--- config.mk ---
export PLATFORM = sky130hd
export DESIGN_NAME = slot_cycle_ctrl_flat
export DESIGN_NICKNAME = d
export VERILOG_FILES = /design/src/rtl/slot_cycle_ctrl_pkg.sv /design/src/rtl/slot_cycle_ctrl_if.sv /design/src/rtl/slot_cycle_ctrl_ready_sync.sv /design/src/rtl/slot_cycle_ctrl.sv /design/src/flat_wrapper.sv
export SDC_FILE = /design/constraint.sdc
export NUM_CORES = 1
export LEC_CHECK = 0
export CAP_MARGIN = 30
export CORE_MARGIN = 2
export CORE_UTILIZATION = 38
export DETAILED_ROUTE_END_ITERATION = 12
export DONT_BUFFER_PORTS = 1
export PLACE_DENSITY = 0.61
export RECOVER_POWER = 50
export SLEW_MARGIN = 25
export SYNTH_ARGS = -nofsm -noshare
export SYNTH_HDL_FRONTEND = slang
export SYNTH_SLANG_ARGS = --single-unit
--- constraint.sdc ---
create_clock -name clk -period 1.4 [get_ports clk]
set_input_delay 0.14 -clock clk [delete_from_list [all_inputs] [get_ports clk]]
set_output_delay 0.14 -clock clk [all_outputs]
set_load 0.02 [all_outputs]
--- src/rtl/slot_cycle_ctrl_pkg.sv ---
// Shared types, default timing constants and helpers for the slot cycle controller.
package slot_dec_pkg;

   typedef enum logic [2:0] {
      ST_IDLE    = 3'd0,
      ST_SETUP   = 3'd1,
      ST_WAIT    = 3'd2,
      ST_HOLD    = 3'd3,
      ST_RECOVER = 3'd4
   } slot_state_e;

   localparam int MAX_SLOTS        = 16;
   localparam int DEF_NUM_SLOTS    = 5;
   localparam int DEF_SYNC_STAGES  = 2;
   localparam int DEF_SETUP_CYC    = 1;
   localparam int DEF_RECOVERY_CYC = 1;
   localparam int DEF_TIMEOUT_CYC  = 256;

   function automatic int slot_w(input int n);
      return (n > 1) ? $clog2(n) : 1;
   endfunction

   function automatic logic [MAX_SLOTS-1:0] slot_onehot(input logic [3:0] idx);
      slot_onehot      = '0;
      slot_onehot[idx] = 1'b1;
   endfunction

endpackage

--- src/rtl/slot_cycle_ctrl_if.sv ---
// Host-request / slot-pin bundle for slot_cycle_ctrl, with controller (slave) and host (master) views.
interface slot_cycle_ctrl_if
   import slot_dec_pkg::*;
#(
   parameter int NUM_SLOTS = DEF_NUM_SLOTS,
   parameter int SLOT_W    = slot_w(NUM_SLOTS)
);
   // Handshake: the host holds req_n low for the whole cycle and may only end it by raising req_n;
   // ready_n low means "keep waiting", ready_n high means the data phase may complete.
   logic                 req_n;
   logic                 win_valid;
   logic [SLOT_W-1:0]    sel_slot;
   logic [NUM_SLOTS-1:0] dev_ready_n;
   logic [NUM_SLOTS-1:0] cs;
   logic                 ready_n;
   logic                 busy;
   logic                 unmapped;
   logic                 bus_err;
   logic [SLOT_W-1:0]    err_slot;
   slot_state_e          state_dbg;

   modport master (
      output req_n, win_valid, sel_slot, dev_ready_n,
      input  cs, ready_n, busy, unmapped, bus_err, err_slot, state_dbg
   );

   modport slave (
      input  req_n, win_valid, sel_slot, dev_ready_n,
      output cs, ready_n, busy, unmapped, bus_err, err_slot, state_dbg
   );
endinterface

--- src/rtl/slot_cycle_ctrl_ready_sync.sv ---
// Multi-stage synchronizer for the per-slot asynchronous device-ready pins; idles at not-ready (1).
module slot_ready_sync #(
   parameter int NUM_SLOTS   = 5,
   parameter int SYNC_STAGES = 2
) (
   input  logic                 clk,
   input  logic                 rst_n,
   input  logic [NUM_SLOTS-1:0] async_n,
   output logic [NUM_SLOTS-1:0] sync_n
);
   logic [SYNC_STAGES-1:0][NUM_SLOTS-1:0] stage;

   always_ff @(posedge clk or negedge rst_n) begin
      if (!rst_n) begin
         stage <= '1;
      end else begin
         stage <= {stage[SYNC_STAGES-2:0], async_n};
      end
   end

   assign sync_n = stage[SYNC_STAGES-1];
endmodule

--- src/rtl/slot_cycle_ctrl.sv ---
// Bus-cycle controller: one-hot slot CS and host /READY with setup, wait, latched ready and recovery.
// Define SLOTDEC_TIMEOUT_EN to add the WAIT timeout with bus_err/err_slot reporting.
module slot_cycle_ctrl
   import slot_dec_pkg::*;
#(
   parameter int NUM_SLOTS    = DEF_NUM_SLOTS,
   parameter int SLOT_W       = slot_w(NUM_SLOTS),
   parameter int SYNC_STAGES  = DEF_SYNC_STAGES,
   parameter int SETUP_CYC    = DEF_SETUP_CYC,
   parameter int RECOVERY_CYC = DEF_RECOVERY_CYC,
   parameter int TIMEOUT_CYC  = DEF_TIMEOUT_CYC
) (
   input  logic             clk,
   input  logic             rst_n,
   slot_cycle_ctrl_if.slave bus
);
   localparam logic [2:0] S_IDLE    = 3'(ST_IDLE);
   localparam logic [2:0] S_SETUP   = 3'(ST_SETUP);
   localparam logic [2:0] S_WAIT    = 3'(ST_WAIT);
   localparam logic [2:0] S_HOLD    = 3'(ST_HOLD);
   localparam logic [2:0] S_RECOVER = 3'(ST_RECOVER);

   localparam int CNT_MAX = (SETUP_CYC > RECOVERY_CYC) ? SETUP_CYC : RECOVERY_CYC;
   localparam int CNT_W   = $clog2(CNT_MAX + 1);

   if (NUM_SLOTS < 1 || NUM_SLOTS > MAX_SLOTS || SLOT_W < 1 || SYNC_STAGES < 2 ||
       SETUP_CYC < 1 || RECOVERY_CYC < 1 || TIMEOUT_CYC < 2) begin : g_param_chk
      $error("slot_cycle_ctrl: illegal parameter value");
   end

   logic [2:0]           state, state_d;
   logic [CNT_W-1:0]     cnt, cnt_d;
   logic [SLOT_W-1:0]    slot, slot_d;
   logic [NUM_SLOTS-1:0] cs_q, cs_d;
   logic                 ready_n_q, ready_n_d;
   logic                 unmapped_q, unmapped_d;
   logic                 busy_q;
   logic [NUM_SLOTS-1:0] rdy_sync_n;
   logic [MAX_SLOTS-1:0] sel_onehot;
   logic                 sel_rdy_n;
   logic                 req_hit;
   logic                 end_cycle;
   logic                 timeout_hit;

   slot_ready_sync #(
      .NUM_SLOTS  (NUM_SLOTS),
      .SYNC_STAGES(SYNC_STAGES)
   ) u_sync (
      .clk    (clk),
      .rst_n  (rst_n),
      .async_n(bus.dev_ready_n),
      .sync_n (rdy_sync_n)
   );

   assign sel_onehot = slot_onehot(4'(bus.sel_slot));
   assign req_hit    = bus.win_valid && (int'(bus.sel_slot) < NUM_SLOTS);
   // An out-of-range latched index reads as not-ready rather than aliasing another slot.
   assign sel_rdy_n  = (int'(slot) < NUM_SLOTS) ? rdy_sync_n[slot] : 1'b1;
   assign end_cycle  = bus.req_n && (state == S_SETUP || state == S_WAIT || state == S_HOLD);

   always_comb begin
      state_d    = state;
      cnt_d      = cnt;
      slot_d     = slot;
      cs_d       = cs_q;
      ready_n_d  = ready_n_q;
      unmapped_d = 1'b0;
      if (end_cycle) begin
         state_d   = S_RECOVER;
         cnt_d     = '0;
         cs_d      = '0;
         ready_n_d = 1'b1;
      end else begin
         case (state)
            S_IDLE: begin
               if (!bus.req_n) begin
                  if (req_hit) begin
                     state_d   = S_SETUP;
                     cnt_d     = '0;
                     slot_d    = bus.sel_slot;
                     cs_d      = sel_onehot[NUM_SLOTS-1:0];
                     ready_n_d = 1'b0;
                  end else begin
                     state_d    = S_HOLD;
                     unmapped_d = 1'b1;
                  end
               end
            end
            S_SETUP: begin
               if (cnt == CNT_W'(SETUP_CYC - 1)) state_d = S_WAIT;
               else                               cnt_d   = cnt + 1'b1;
            end
            S_WAIT: begin
               if (!sel_rdy_n || timeout_hit) begin
                  state_d   = S_HOLD;
                  ready_n_d = 1'b1;
               end
            end
            S_HOLD: state_d = S_HOLD;
            S_RECOVER: begin
               if (cnt == CNT_W'(RECOVERY_CYC - 1)) state_d = S_IDLE;
               else                                  cnt_d   = cnt + 1'b1;
            end
            default: state_d = S_IDLE;
         endcase
      end
   end

   always_ff @(posedge clk or negedge rst_n) begin
      if (!rst_n) begin
         state      <= S_IDLE;
         cnt        <= '0;
         slot       <= '0;
         cs_q       <= '0;
         ready_n_q  <= 1'b1;
         unmapped_q <= 1'b0;
         busy_q     <= 1'b0;
      end else begin
         state      <= state_d;
         cnt        <= cnt_d;
         slot       <= slot_d;
         cs_q       <= cs_d;
         ready_n_q  <= ready_n_d;
         unmapped_q <= unmapped_d;
         busy_q     <= (state_d != S_IDLE);
      end
   end

`ifdef SLOTDEC_TIMEOUT_EN
   localparam int TO_W = $clog2(TIMEOUT_CYC);

   logic [TO_W-1:0]   wait_cnt;
   logic              bus_err_q;
   logic [SLOT_W-1:0] err_slot_q;

   // Ready is checked ahead of the count in the FSM, so a same-cycle ready suppresses the error.
   assign timeout_hit = (state == S_WAIT) && sel_rdy_n && (wait_cnt == TO_W'(TIMEOUT_CYC - 1));

   always_ff @(posedge clk or negedge rst_n) begin
      if (!rst_n) begin
         wait_cnt   <= '0;
         bus_err_q  <= 1'b0;
         err_slot_q <= '0;
      end else begin
         if (state != S_WAIT)             wait_cnt <= '0;
         else if (!end_cycle && sel_rdy_n) wait_cnt <= wait_cnt + 1'b1;
         if (end_cycle) begin
            bus_err_q <= 1'b0;
         end else if (timeout_hit) begin
            bus_err_q  <= 1'b1;
            err_slot_q <= slot;
         end
      end
   end

   assign bus.bus_err  = bus_err_q;
   assign bus.err_slot = err_slot_q;
`else
   assign timeout_hit  = 1'b0;
   assign bus.bus_err  = 1'b0;
   assign bus.err_slot = '0;
`endif

   assign bus.cs        = cs_q;
   assign bus.ready_n   = ready_n_q;
   assign bus.busy      = busy_q;
   assign bus.unmapped  = unmapped_q;
   assign bus.state_dbg = slot_state_e'(state);
endmodule
--- src/flat_wrapper.sv ---
// flat-port wrapper written by rule: the top's interface ports become plain ports
module slot_cycle_ctrl_flat import slot_dec_pkg::*;
#(
   parameter int NUM_SLOTS    = DEF_NUM_SLOTS,
   parameter int SLOT_W       = slot_w(NUM_SLOTS),
   parameter int SYNC_STAGES  = DEF_SYNC_STAGES,
   parameter int SETUP_CYC    = DEF_SETUP_CYC,
   parameter int RECOVERY_CYC = DEF_RECOVERY_CYC,
   parameter int TIMEOUT_CYC  = DEF_TIMEOUT_CYC
)
  (clk, rst_n, bus_req_n, bus_win_valid, bus_sel_slot, bus_dev_ready_n, bus_cs, bus_ready_n, bus_busy, bus_unmapped, bus_bus_err, bus_err_slot, bus_state_dbg);
  slot_cycle_ctrl_if #(.NUM_SLOTS(NUM_SLOTS), .SLOT_W(SLOT_W)) bus_i ();
  input  logic clk;
  input  logic rst_n;
  input wire logic [$bits(bus_i.req_n)-1:0] bus_req_n;
  input wire logic [$bits(bus_i.win_valid)-1:0] bus_win_valid;
  input wire logic [$bits(bus_i.sel_slot)-1:0] bus_sel_slot;
  input wire logic [$bits(bus_i.dev_ready_n)-1:0] bus_dev_ready_n;
  output wire logic [$bits(bus_i.cs)-1:0] bus_cs;
  output wire logic [$bits(bus_i.ready_n)-1:0] bus_ready_n;
  output wire logic [$bits(bus_i.busy)-1:0] bus_busy;
  output wire logic [$bits(bus_i.unmapped)-1:0] bus_unmapped;
  output wire logic [$bits(bus_i.bus_err)-1:0] bus_bus_err;
  output wire logic [$bits(bus_i.err_slot)-1:0] bus_err_slot;
  output wire logic [$bits(bus_i.state_dbg)-1:0] bus_state_dbg;
  assign bus_i.req_n = bus_req_n;
  assign bus_i.win_valid = bus_win_valid;
  assign bus_i.sel_slot = bus_sel_slot;
  assign bus_i.dev_ready_n = bus_dev_ready_n;
  assign bus_cs = bus_i.cs;
  assign bus_ready_n = bus_i.ready_n;
  assign bus_busy = bus_i.busy;
  assign bus_unmapped = bus_i.unmapped;
  assign bus_bus_err = bus_i.bus_err;
  assign bus_err_slot = bus_i.err_slot;
  assign bus_state_dbg = bus_i.state_dbg;
  slot_cycle_ctrl #(.NUM_SLOTS(NUM_SLOTS), .SLOT_W(SLOT_W), .SYNC_STAGES(SYNC_STAGES), .SETUP_CYC(SETUP_CYC), .RECOVERY_CYC(RECOVERY_CYC), .TIMEOUT_CYC(TIMEOUT_CYC)) u_core (.clk(clk), .rst_n(rst_n), .bus(bus_i));
endmodule
* Yosys cells after proc, flatten, opt, wreduce, memory -nomap -nowiden
Index checks and enable logic that the tools add are counted.
** Storage, ports and cells
- Word-level logic and storage cells :: 69
- Bits in registers :: 25
- Output and inout bits :: 15
** Operators by class
- $lt $le $gt $ge :: 5
- Reductions and logical operators :: 16
- Add/subtract/negate cells :: 1
- Multiplexer cells :: 28
- Equality and inequality tests :: 8
- Bitwise operators :: 2
** Operators by type and width (count)
- two-way mux 5 bit :: 4
- two-way mux 3 bit :: 5
- case mux 3 bit (5 select lines) :: 1
- two-way mux 1 bit :: 13
- nonzero test 3 bit :: 3
- AND reduction 4 bit :: 2
- equality test 3 x 2 -> 1 bit (second input constant) :: 2
- less-than comparator 3 bit (second input constant) :: 2
- AND reduction 3 bit :: 2
- less-than comparator 3 x 5 -> 1 bit (second input constant) :: 1
- less-than comparator 3 x 4 -> 1 bit (second input constant) :: 1
- case mux 1 bit (2 select lines) :: 2
- nonzero test 2 bit :: 2
- binary-select mux 1 bit (select 3 bit) :: 1
- demux 1 bit (select 3 bit) :: 1
- equality test 3 x 1 -> 1 bit (second input constant) :: 1
- equality test 3 bit (second input constant) :: 1
- greater-or-equal comparator 3 x 1 -> 1 bit (second input constant) :: 1
- logical AND 1 bit :: 3
- logical NOT 3 bit :: 1
- != test 3 x 1 -> 1 bit (second input constant) :: 1
- != test 3 x 2 -> 1 bit (second input constant) :: 1
- != test 3 bit (second input constant) :: 1
- logical OR 1 bit :: 2
- other kinds (5) :: 6

* Depth between registers and ports, before layout
- Depth in word-level cells :: 8
- Depth in mapped cells :: 5
- Gate-level depth less buffers :: 4

* Modules after synthesis
From an unflattened synthesis, not the netlist that was laid out.
** Unflattened totals
- Cells, all modules :: 80
- Area, all modules :: 1028.5 sq um
** By module, submodules not included
- slot_cycle_ctrl :: times used 1, cells an instance 65, area each 728.2 sq um, seq. area each 351.6 sq um
- slot_ready_sync :: times used 1, cells an instance 15, area each 300.3 sq um, seq. area each 262.8 sq um

* Worst setup path after synthesis
No wires, ideal clock.
- Path type :: register to register
- Start point :: reg u_core.state[0], in the netlist u_core.bus.state_dbg[0]
- End point :: reg u_core.cs_q[0], in the netlist u_core.bus.cs[0]
- Arrival :: 1.375 ns
- Slack :: -0.099 ns
- Path buffers :: 1
- Clock period less this slack :: 1.499 ns
- Stages on the path, launching flop included :: 6
- Data required time :: 1.275 ns
- Cells stage by stage :: dfrtp_1 > nor2_1 > or3b_2 > buf_2 > nand3_1 > o41ai_1
** On the way
- Word-level cells in the longest chain between the ends :: 6
- Elaborated cells between the ends (all ways) :: 12
** RTL lines
- start: declaration :: line slot_cycle_ctrl.sv:31 : logic [2:0] state, state_d;
- start signal: assignment :: line slot_cycle_ctrl.sv:119 : state <= state_d;
- equality test 3 x 1 -> 1 bit / equality test 3 x 2 -> 1 bit (equally long branches) :: line slot_cycle_ctrl.sv:59 : assign end_cycle = bus.req_n && (state == S_SETUP || state == S_WAIT || state == S_HOLD);
- logical OR 1 bit (2 in series) :: line slot_cycle_ctrl.sv:59
- logical AND 1 bit :: line slot_cycle_ctrl.sv:59
- != test 2 x 1 -> 1 bit (no line) / nonzero test 2 bit (equally long branches)
- AND reduction 3 bit (no line)
- end signal: assignment :: line slot_cycle_ctrl.sv:122 : cs_q <= cs_d;
- end: declaration :: line slot_cycle_ctrl.sv:34 : logic [NUM_SLOTS-1:0] cs_q, cs_d;
Several ways; a longest one is shown, not always the timed one.
A chain may end at the register's enable or synchronous reset.

* Worst setup path in the final report
- Start point :: reg u_core.slot[0]
- End point :: reg u_core.state[0], in the netlist u_core.bus.state_dbg[0]
** On the way
- Word-level cells in the longest chain between the ends :: 6
- Elaborated cells between the ends (all ways) :: 7
** RTL lines
- start: declaration :: line slot_cycle_ctrl.sv:33 : logic [SLOT_W-1:0] slot, slot_d;
- start signal: assignment :: line slot_cycle_ctrl.sv:121 : slot <= slot_d;
- binary-select mux 1 bit (select 3 bit) :: line slot_cycle_ctrl.sv:58 : assign sel_rdy_n = (int'(slot) < NUM_SLOTS) ? rdy_sync_n[slot] : 1'b1;
- two-way mux 1 bit (not written as such) :: line slot_cycle_ctrl.sv:58
- two-way mux 1 bit * :: line slot_cycle_ctrl.sv:58
- two-way mux 3 bit * :: line slot_cycle_ctrl.sv:94 : if (!sel_rdy_n || timeout_hit) begin
- case mux 3 bit (5 select lines) * :: line slot_cycle_ctrl.sv:74 : case (state)
- two-way mux 3 bit * :: line slot_cycle_ctrl.sv:68 : if (end_cycle) begin
- via u_core.state_d[0] :: line slot_cycle_ctrl.sv:31
Mark *: on every way through the listed nets, which the timed path passes. The rest lies on a longest branch. The select of a mux whose other input is x is not followed.

==> flow_metrics.env <==
export IMPL_synth_cell_types=23
export IMPL_clk_latency_ps=310
export IMPL_place_ws_ps=-62.59
export IMPL_grt_pass1_vias=601
export IMPL_numCtsBuffers=3
export IMPL_dp_cells=102
export IMPL_crit_fanout=2
export IMPL_syn2layout_area_growth_pct=25.51
export IMPL_place_area_um2=970.9
export IMPL_diodes=0
export IMPL_drv_slew=0
export IMPL_fillCellCount=223
export IMPL_fin_crit_ps=1463
export IMPL_clock_sinks=24
export IMPL_violations="negative hold slack, negative setup slack"
export IMPL_slew_limit_headroom=0.6122
export IMPL_place_gp_congestion=0.7425
export IMPL_p_clk_frac=0.282
export IMPL_synth_avg_cell_area_um2=12.92
export IMPL_pwr_share_seq=0.526
export IMPL_overflow=0
export IMPL_vdd_ir_drop_worst_mv=0.9190
export IMPL_p_int_mw=1.272
export IMPL_status="finished with violations"
export IMPL_min_path_type="in2reg"
export IMPL_synth_warnings=0
export IMPL_clock_root_buffer="clkbuf_4"
export IMPL_num_nets_final=104
export IMPL_clk_pin_slew_ps=130
export IMPL_rsz0062_at_grt="yes"
export IMPL_p_sw_mw=0.4788
export IMPL_required_ps=1610
export IMPL_yosysTopAreaCell="dfrtp_1"
export IMPL_p_leak_nw=0.4985
export IMPL_dp_hpwl_um=1037
export IMPL_synth_area_leaders="dfrtp_1 35%, dfstp_2 32%, nand3_1 3.3%, buf_4 3.3%, mux2_2 2.5%"
export IMPL_chipHeight_um=53.13
export IMPL_mostFrequentLayoutCells="11 x dlygate4sd3_1, 11 x dfrtp_1, 11 x dfstp_2, 7 x buf_4, 6 x nand3_1"
export IMPL_hold_viol=4
export IMPL_arrival_ps=1670
export IMPL_cp_end_kind="flip-flop"
export IMPL_grt_use_total=0.1285
export IMPL_max_clock_freq_mhz=683.6
export IMPL_fp_dieW_um=53.13
export IMPL_crit_type="reg2reg"
export IMPL_ys_seq_elements=24
export IMPL_drtIter0Drc=8
export IMPL_port_buffers=0
export IMPL_clock_skew_ps=1.187
export IMPL_cp_start_kind="flip-flop"
export IMPL_final_layout_size_suffix_gt1_frac=0.3736
export IMPL_post_route_period_util=1.045
export IMPL_final_setup_viol_count=1
export IMPL_power_density_nw_per_um2=1521
export IMPL_rows=17
export IMPL_drv_cap=0
export IMPL_drt_pass1_iterations=4
export IMPL_yosysTopAreaCellShare=0.3547
export IMPL_drc=0
export IMPL_grt_antenna_before_repair=0
export IMPL_register_area_um2=616.8
export IMPL_wl_per_cell_um=13.62
export IMPL_yosysSeqAreaShare=0.6698
export IMPL_multi_input_area_um2=264.0
export IMPL_whs_ps=-123.5
export IMPL_cts_tree="built"
export IMPL_tightest_slew_ps=581.6
export IMPL_dieArea_um2=2822
export IMPL_grt_max_degree=25
export IMPL_synth_cells=71
export IMPL_io_pins=27
export IMPL_viasPerCell=4.798
export IMPL_ant_nets=0
export IMPL_syn_area_um2=917.1
export IMPL_htreeDepth=1
export IMPL_grt_pass1_wl_um=2566
export IMPL_initial_utilization=0.4068
export IMPL_cts_path_max_buffers=2
export IMPL_core_um2=2255
export IMPL_vias=571
export IMPL_fin_cells=119
export IMPL_routed_wl_um=1621
export IMPL_setup_tns_ps=-62.76
export IMPL_design_area_um2=1151
export IMPL_pwr_share_comb=0.192
export IMPL_netSwitchingFraction=0.2734
export IMPL_setup_slack_ps=-62.76
==> per-layer routing <==
| metal | GRT usage | vias to the layer above | share of wire |
|---|---|---|---|
| met5 | 0 | - | 0 |
| met4 | 0.03846 | 0 | 0.0068 |
| met3 | 0.05932 | 2 | 0.093 |
| met2 | 0.1979 | 23 | 0.44 |
| met1 | 0.1606 | 265 | 0.46 |
| li1 | - | 281 | - |
==> what timing repair did <==
action,CTS,global route
hold buffers,11,1
pin swaps,0,1
endpoints found under the hold margin,39,17
endpoints found under the setup margin,1,5
resized for setup,0,2
setup buffers,0,1
==> power groups by stage <==
stage	clock, mW	combinational, mW	sequential [mW]
after floorplan	0	0.183	0.945
after global placement	0	0.275	0.926
after detailed placement	0	0.283	0.933
after CTS	0.507	0.328	0.919
after global routing	0.545	0.370	0.938
final	0.493	0.337	0.921
==> registers in the layout, summed over array words and instances, names as in the netlist <==
| name | cells |
|---|---|
| u_core.bus.cs | 5 |
| u_core.u_sync.stage | 5 |
| u_core.u_sync.sync_n | 5 |
| u_core.bus.state_dbg | 3 |
| u_core.slot | 3 |
| u_core.bus.busy | 1 |
| u_core.bus.ready_n | 1 |
| u_core.bus.unmapped | 1 |
==> cell families after synthesis <==
kind of cell,Yosys count,synth area share
buf+inv,10,0.06002
mux,4,0.06002
simple gates,19,0.1119
other cells,1,0.004089
compound gates,13,0.09413
flops,24,0.6699
==> cell type report <==
cell class	count	share of cell area
inverters	4	0.01304
clock buffers	3	0.01957
repair buffers	19	0.1457
clock inverters	1	0.02609
well taps	28	0.03043
multi-input cells	40	0.2293
flip-flops and latches	24	0.5359
==> path summary, 6_finish.rpt <==
kind | start | end | slack [ps] | cells past startpoint
setup / recovery | u_core.slot[0] | u_core.bus.state_dbg[0] | -60 | 4
max in group asynchronous | rst_n | u_core.bus.state_dbg[1] | 610 | 2
hold / removal | bus_req_n | u_core.bus.state_dbg[0] | -120 | 1
hold reg to reg | u_core.u_sync.stage[0] | u_core.u_sync.sync_n[0] | 360 | 0
setup reg to reg | u_core.slot[0] | u_core.bus.state_dbg[0] | -60 | 4
min in group asynchronous | rst_n | u_core.bus.state_dbg[0] | 370 | 2
==> per-stage QoR <==
stage / power, mW / utilization
floorplan: 1.128 / -
global placement: 1.202 / 0.4306
detailed placement: 1.216 / 0.4306
CTS: 1.755 / 0.5028
global route: 1.852 / 0.5105
finish: 1.751 / 0.5105
==> critical path, stage by stage (launching register included) <==
cell and delay [ps]:
dfrtp_1 390, mux4_2 510, nor2_2 110, nor4_2 60
a2111oi_2 290
==> cell usage after synthesis <==
cell type / count
dfrtp_1: 13
dfstp_2: 11
nand3_1: 6
nor2_1: 5
buf_4: 4
inv_1: 4
o21ai_1: 4
a21oi_1: 3
nand2_1: 3
buf_2: 2
mux2_2: 2
o21ai_0: 2
o41ai_1: 2
a2111oi_2: 1
a311oi_1: 1
conb_1: 1
mux2i_1: 1
mux4_2: 1
nand4_1: 1
nor2_2: 1
nor4_2: 1
nor4b_1: 1
or3b_2: 1
No activity file was read; power rests on OpenSTA's default activity.
==> RTL change 1: new RTL, same flow settings <==
`cs_q` no longer has a reset.
--- a/src/rtl/slot_cycle_ctrl.sv
+++ b/src/rtl/slot_cycle_ctrl.sv
@@ -113,3 +113,2 @@
          slot       <= '0;
-         cs_q       <= '0;
          ready_n_q  <= 1'b1;
@@ -121,3 +120,2 @@
          slot       <= slot_d;
-         cs_q       <= cs_d;
          ready_n_q  <= ready_n_d;
@@ -126,2 +124,6 @@
       end
+   end
+
+   always_ff @(posedge clk) begin
+      cs_q <= cs_d;
    end
Function: changed (Yosys sat finds a counterexample within 4 cycles, from zero or initial values and one cycle with rst_n low).
==> RTL change 1 against the original RTL <==
  * The run ends with setup timing left
  * Setup slack got worse by 0.037 ns
  * Fmax shrank 2.4%
  * Total power is 14% higher
  * Cell area rose by 0.33%
  * Die area grew 0.64%
  * Routed wire length is 2.0% lower
  * Synthesized area is 0.68% higher
  * Sequential cell count did not move
  * Largest power group unchanged
  * Highest routed layer unchanged
==> RTL change 1: results (changes against the original RTL) <==
fill count = 215 (was 223)
initial antenna violation count = 0 (unchanged)
status = finished with violations (unchanged)
Mapped Cells = 67 (was 71)
# diodes = 0 (unchanged)
Clk Latency, worst-skew pair = 0.32 ns
GR Util met2 = 0.1708 (was 0.1979)
placed cell area = 992.2 um2 (was 970.9 um2)
Initial DRC Count = 6 (was 8)
post-synthesis cell type count = 26 (was 23)
largest net degree at the start of global routing = 20 (was 25)
FFs w/ async S/R, synth = 0.7917 (was 1.000)
Synth area leaders = dfstp_2, dfrtp_1, dfxtp_1 (was dfrtp_1, dfstp_2, nand3_1)
vias per inst = 4.965 (was 4.798)
clk buf depth = 2 (unchanged)
Root Buffer = clkbuf_4 (unchanged)
placed cell count = 99 (was 102)
Setup TNS = -0.1979 ns (was -0.06276 ns)
slew at the pin closest to its max-slew limit = 0.7839 ns (was 0.5816 ns)
first drt pass iteration count = 4 (unchanged)
met3 Use GR = 0.03107 (was 0.05932)
vias in the first global route = 527 (was 601)
Clock Pin Slew Worst Setup and Hold Paths = 0.15 ns (was 0.13 ns)
commonest register cell after synthesis = dfstp_2 (was dfrtp_1)
failing checks = setup timing (was hold timing, setup timing)
worst ir drop on vdd = 858.6 uV (was 919.0 uV)
final setup fails = 2 (was 1)
Final HPWL DP = 1131 um (was 1037 um)
All-Layer GR Usage = 0.1237 (was 0.1285)
first-pass GRT wire length = 2428 um (was 2566 um)
clock buffer count from CTS = 3 (unchanged)
Final Skew = 0.01553 ns (was 0.001187 ns)
share of cells above drive strength 1 = 0.3372 (was 0.3736)
H-tree Lvls = 1 (unchanged)
pre-CTS setup slack = -0.08894 ns (was -0.06259 ns)
Avg WL per Cell = 13.94 um (was 13.62 um)
crit path max-delay cell type = mux4_2 (unchanged)
hold crit path type = in -> reg (unchanged)
met1 Use GR = 0.1652 (was 0.1606)
# Post-CTS Setup Buffers = 0 (unchanged)
leakage power = 0.5066 nW (was 0.4985 nW)
Synth Warn # = 0 (unchanged)
Buffers on Ports = 0 (unchanged)
RePlAce Congestion = 0.6339 (was 0.7425)
Seq/Total Area, Yosys = 0.6382 (was 0.6698)
slack of the critical path = -0.09931 ns (was -0.06276 ns)
post-route insts no fill = 114 (was 119)
internal power = 1.383 mW (was 1.272 mW)
Crit Path Max Fanout = 3 (was 2)
Largest stage delay, worst path = 0.54 ns (was 0.51 ns)
Synth top cells by count = dfstp_2, dfrtp_1, mux2i_1, o21ai_0, dfxtp_1 (was dfrtp_1, dfstp_2, nand3_1)
[RTL change 1: final timing paths]
path                                                  start  slack, ns                           endpoint  depth (start not counted)
setup / recovery                 u_core.slot[0]$_DFFE_PN0P_       -0.1     u_core.bus.ready_n$_DFFE_PN1P_                          3
hold / removal                              bus_sel_slot[1]     0.0006      u_core.bus.cs[1]$_SDFFE_PP0P_                          3
setup reg to reg                 u_core.slot[0]$_DFFE_PN0P_       -0.1     u_core.bus.ready_n$_DFFE_PN1P_                          3
hold reg to reg            u_core.u_sync.stage[4]$_DFF_PN1_       0.37  u_core.u_sync.sync_n[4]$_DFF_PN1_                          0
max in group asynchronous                             rst_n       0.57  u_core.bus.state_dbg[0]$_DFF_PN0_                          1
min in group asynchronous                             rst_n       0.32          u_core.bus.busy$_DFF_PN0_                          1
[RTL change 1: layout make-up]
type | instances | area, um2 | share of cell area
inverter | 3 | 11.26 | 0.009751
clock inverter | 1 | 30.03 | 0.02600
timing repair buffer | 17 | 155.1 | 0.1343
sequential | 24 | 589.3 | 0.5103
tap | 28 | 35.03 | 0.03034
multi-input combinational | 38 | 311.5 | 0.2698
clock buffer | 3 | 22.52 | 0.01950
[RTL change 1: routing by layer]
| layer | routed length (um) | share of wire |
|---|---|---|
| met5 | 0 | 0 |
| met3 | 118 | 0.074 |
| met1 | 750 | 0.47 |
| met4 | 27 | 0.017 |
| met2 | 692 | 0.44 |
[RTL change 1: repair_timing]
item                       4_1_cts  5_1_grt
hold buffers                    11        0
pin swaps                        2        1
resized for setup                0        0
setup endpoints to repair        2        2
hold endpoints to repair        34        0
[RTL change 1: worst max-delay path, delay by kind of cell, from the launching register on]
kind	cells	cell delay, ns
AO/OA/AOI/OAI	2	0.53
flip-flops	1	0.41
multiplexers	1	0.54
[RTL change 1: power groups by stage]
stage | Clock, mW | Combinational [mW] | Sequential, mW
after global placement | 0 | 0.466 | 0.996
final | 0.503 | 0.515 | 0.984
after CTS | 0.511 | 0.518 | 0.986
after floorplan | 0 | 0.329 | 1.03
after detailed placement | 0 | 0.475 | 1.00
after global routing | 0.539 | 0.554 | 1.00
[RTL change 1: cells by family (layout without fill, tap and decap cells)]
logic type                Yosys count  in the layout  synth area share
other                               1              4          0.004061
and+or+nand+nor                     9              9           0.05555
buffers and inverters               8             24           0.04878
AOI/OAI and AO/OA                  15             15            0.1301
muxes                               9              9            0.1138
DFF                                24             24            0.6382
xor gates and xnor gates            1              1          0.009487
==> RTL change 2: new RTL, config.mk and constraints unchanged <==
Made on the original files. The option `SLOTDEC_TIMEOUT_EN` is turned on by a define.
--- a/src/rtl/slot_cycle_ctrl.sv
+++ b/src/rtl/slot_cycle_ctrl.sv
@@ -2,2 +2,4 @@
 // Define SLOTDEC_TIMEOUT_EN to add the WAIT timeout with bus_err/err_slot reporting.
+`define SLOTDEC_TIMEOUT_EN
+
 module slot_cycle_ctrl
Behaviour: same outputs for any inputs over 10 cycles, from zero or initial values and one cycle with rst_n low; that may be too few to reach the edited logic, so the function may still have changed.
==> RTL change 2 against the original RTL <==
  * The run ends with setup timing left
  * Synthesized cell count rose by 83%
  * Sequential cell count is 12 higher
  * Setup slack worse by 0.14 ns
  * Routed wire length increased by 140%
  * Synthesized area rose by 66%
  * Sequential power rose by 40%
  * Clock power increased by 71%
  * Fmax shrank 8.9%
  * Via count increased by 120%
  * Total power rose by 74%
  * Die area up 61%
  * Cell area is 95% higher
  * Largest power group unchanged
==> RTL change 2: results (changes against the original RTL) <==
#MultiIn Comb = 89 (was 40)
Seq/Total Area, Yosys = 0.6002 (was 0.6698)
Final Skew = 0.009150 ns (was 0.001187 ns)
Routed WL = 3909 um (was 1621 um)
Synth area leaders = dfrtp_1, dfstp_2, a21oi_1 (was dfrtp_1, dfstp_2, nand3_1)
WHS Path Cells = 2 (was 1)
final hold violations = 0 (was 4)
inverters = 2 (was 4)
RePlAce Congestion = 0.8228 (was 0.7425)
share of cells above drive strength 1 = 0.5163 (was 0.3736)
failing checks = setup timing (was hold timing, setup timing)
Avg WL per Cell = 16.71 um (was 13.62 um)
status = finished with violations (unchanged)
area occupied by multi-input gates = 742.0 um2 (was 264.0 um2)
Area Growth Syn to Fin = 47.54% (was 25.51%)
Final nets = 196 (was 104)
total area of sequential cells = 919.6 um2 (was 616.8 um2)
Clock Pin Slew Worst Setup and Hold Paths = 0.07 ns (was 0.13 ns)
slack of the critical path = -0.2055 ns (was -0.06276 ns)
Crit Path Max Fanout = 5 (was 2)
Setup TNS = -2.748 ns (was -0.06276 ns)
# diodes = 0 (unchanged)
Initial DRC Count = 60 (was 8)
non-clock buffer total of the final layout = 49 (was 19)
vias per inst = 5.397 (was 4.798)
clkbuf count = 6 (was 3)
post-synthesis cell type count = 36 (was 23)
worst ir drop on vdd = 751.7 uV (was 919.0 uV)
Synth top cells by count = dfrtp_1, a21oi_1, nand2_1 (was dfrtp_1, dfstp_2, nand3_1)
Clk Latency, worst-skew pair = 0.29 ns (was 0.31 ns)
ClkCell Share = 0.04730 (was 0.04565)
Root Buffer = clkbuf_8 (was clkbuf_4)
placed cell area = 0.001837 mm2 (was 970.9 um2)
Rel. slew slack = 0.4140 (was 0.6122)
clock buffer count from CTS = 5 (was 3)
placed cell count = 208 (was 102)
All-Layer GR Usage = 0.1935 (was 0.1285)
buffering overhead = 0.1825 (was 0.1457)
CP arrival = 1.78 ns (was 1.67 ns)
first-pass GRT wire length = 6292 um (was 2566 um)
largest net degree at the start of global routing = 37 (was 25)
crit path max-delay cell type = dfrtp_2 (was mux4_2)
largest register by flop count = u_core.wait_cnt
Largest stage delay, worst path = 0.45 ns (was 0.51 ns)
hold crit path type = in -> reg (unchanged)
H-tree Lvls = 2 (was 1)
Final HPWL DP = 2208 um (was 1037 um)
vias in the first global route = 1362 (was 601)
clk sink count = 36 (was 24)
final setup fails = 19 (was 1)
Synth Warn # = 0 (unchanged)
fill count = 337 (was 223)
CP Data Required Time = 1.57 ns (was 1.61 ns)
Avg Synthesized Cell Area = 11.72 um2 (was 12.92 um2)
leakage power = 0.9456 nW (was 0.4985 nW)
# Taps = 50 (was 28)
## RTL change 2: cell count changes after synthesis, moves of 6 or more
cell,before,now
a21oi_1,3,15
dfrtp_1,13,25
nand2_1,3,13
or4_1,0,7
o31ai_1,0,6
## RTL change 2: final timing paths
check,from,to,slack (ns)
setup / recovery,u_core.slot[0]$_DFFE_PN0P_,u_core.bus.err_slot[1]$_DFFE_PN0P_,-0.21
hold / removal,bus_sel_slot[1],u_core.bus.cs[4]$_DFFE_PN0P_,0.01
setup reg to reg,u_core.slot[0]$_DFFE_PN0P_,u_core.bus.err_slot[1]$_DFFE_PN0P_,-0.21
hold reg to reg,u_core.u_sync.stage[2]$_DFF_PN1_,u_core.u_sync.sync_n[2]$_DFF_PN1_,0.35
max in group asynchronous,rst_n,u_core.slot[0]$_DFFE_PN0P_,0.26
min in group asynchronous,rst_n,u_core.bus.bus_err$_DFFE_PN0P_,0.54
## RTL change 2: metal layers
| layer | track usage | up-vias | wire length [um] |
|---|---|---|---|
| met5 | 0 | - | 0 |
| met4 | 0.1224 | 0 | 167 |
| met3 | 0.05667 | 14 | 137 |
| met2 | 0.3205 | 28 | 2042 |
| met1 | 0.2180 | 630 | 1561 |
| li1 | - | 591 | - |
## RTL change 2: timing repair
action	4_1_cts	5_1_grt
buffers inserted	7	2
resized for setup	15	20
hold buffers	10	0
cloned	1	0
pin swaps	10	11
endpoints found under the hold margin	45	0
setup endpoints to repair	20	21
## RTL change 2: cell families after synthesis
family,share of synthesized area
and+or+nand+nor,0.1913
DFF,0.6002
AOI/OAI and AO/OA,0.1248
muxes,0.04926
buffers and inverters,0.02627
adders and majority gates,0.008209
## RTL change 2: report_power, final
part	internal [mW]	switching [mW]	total, mW
registers	1.16	0.129	1.29
clock network	0.455	0.386	0.841
logic	0.446	0.469	0.915
total	2.06	0.984	3.04
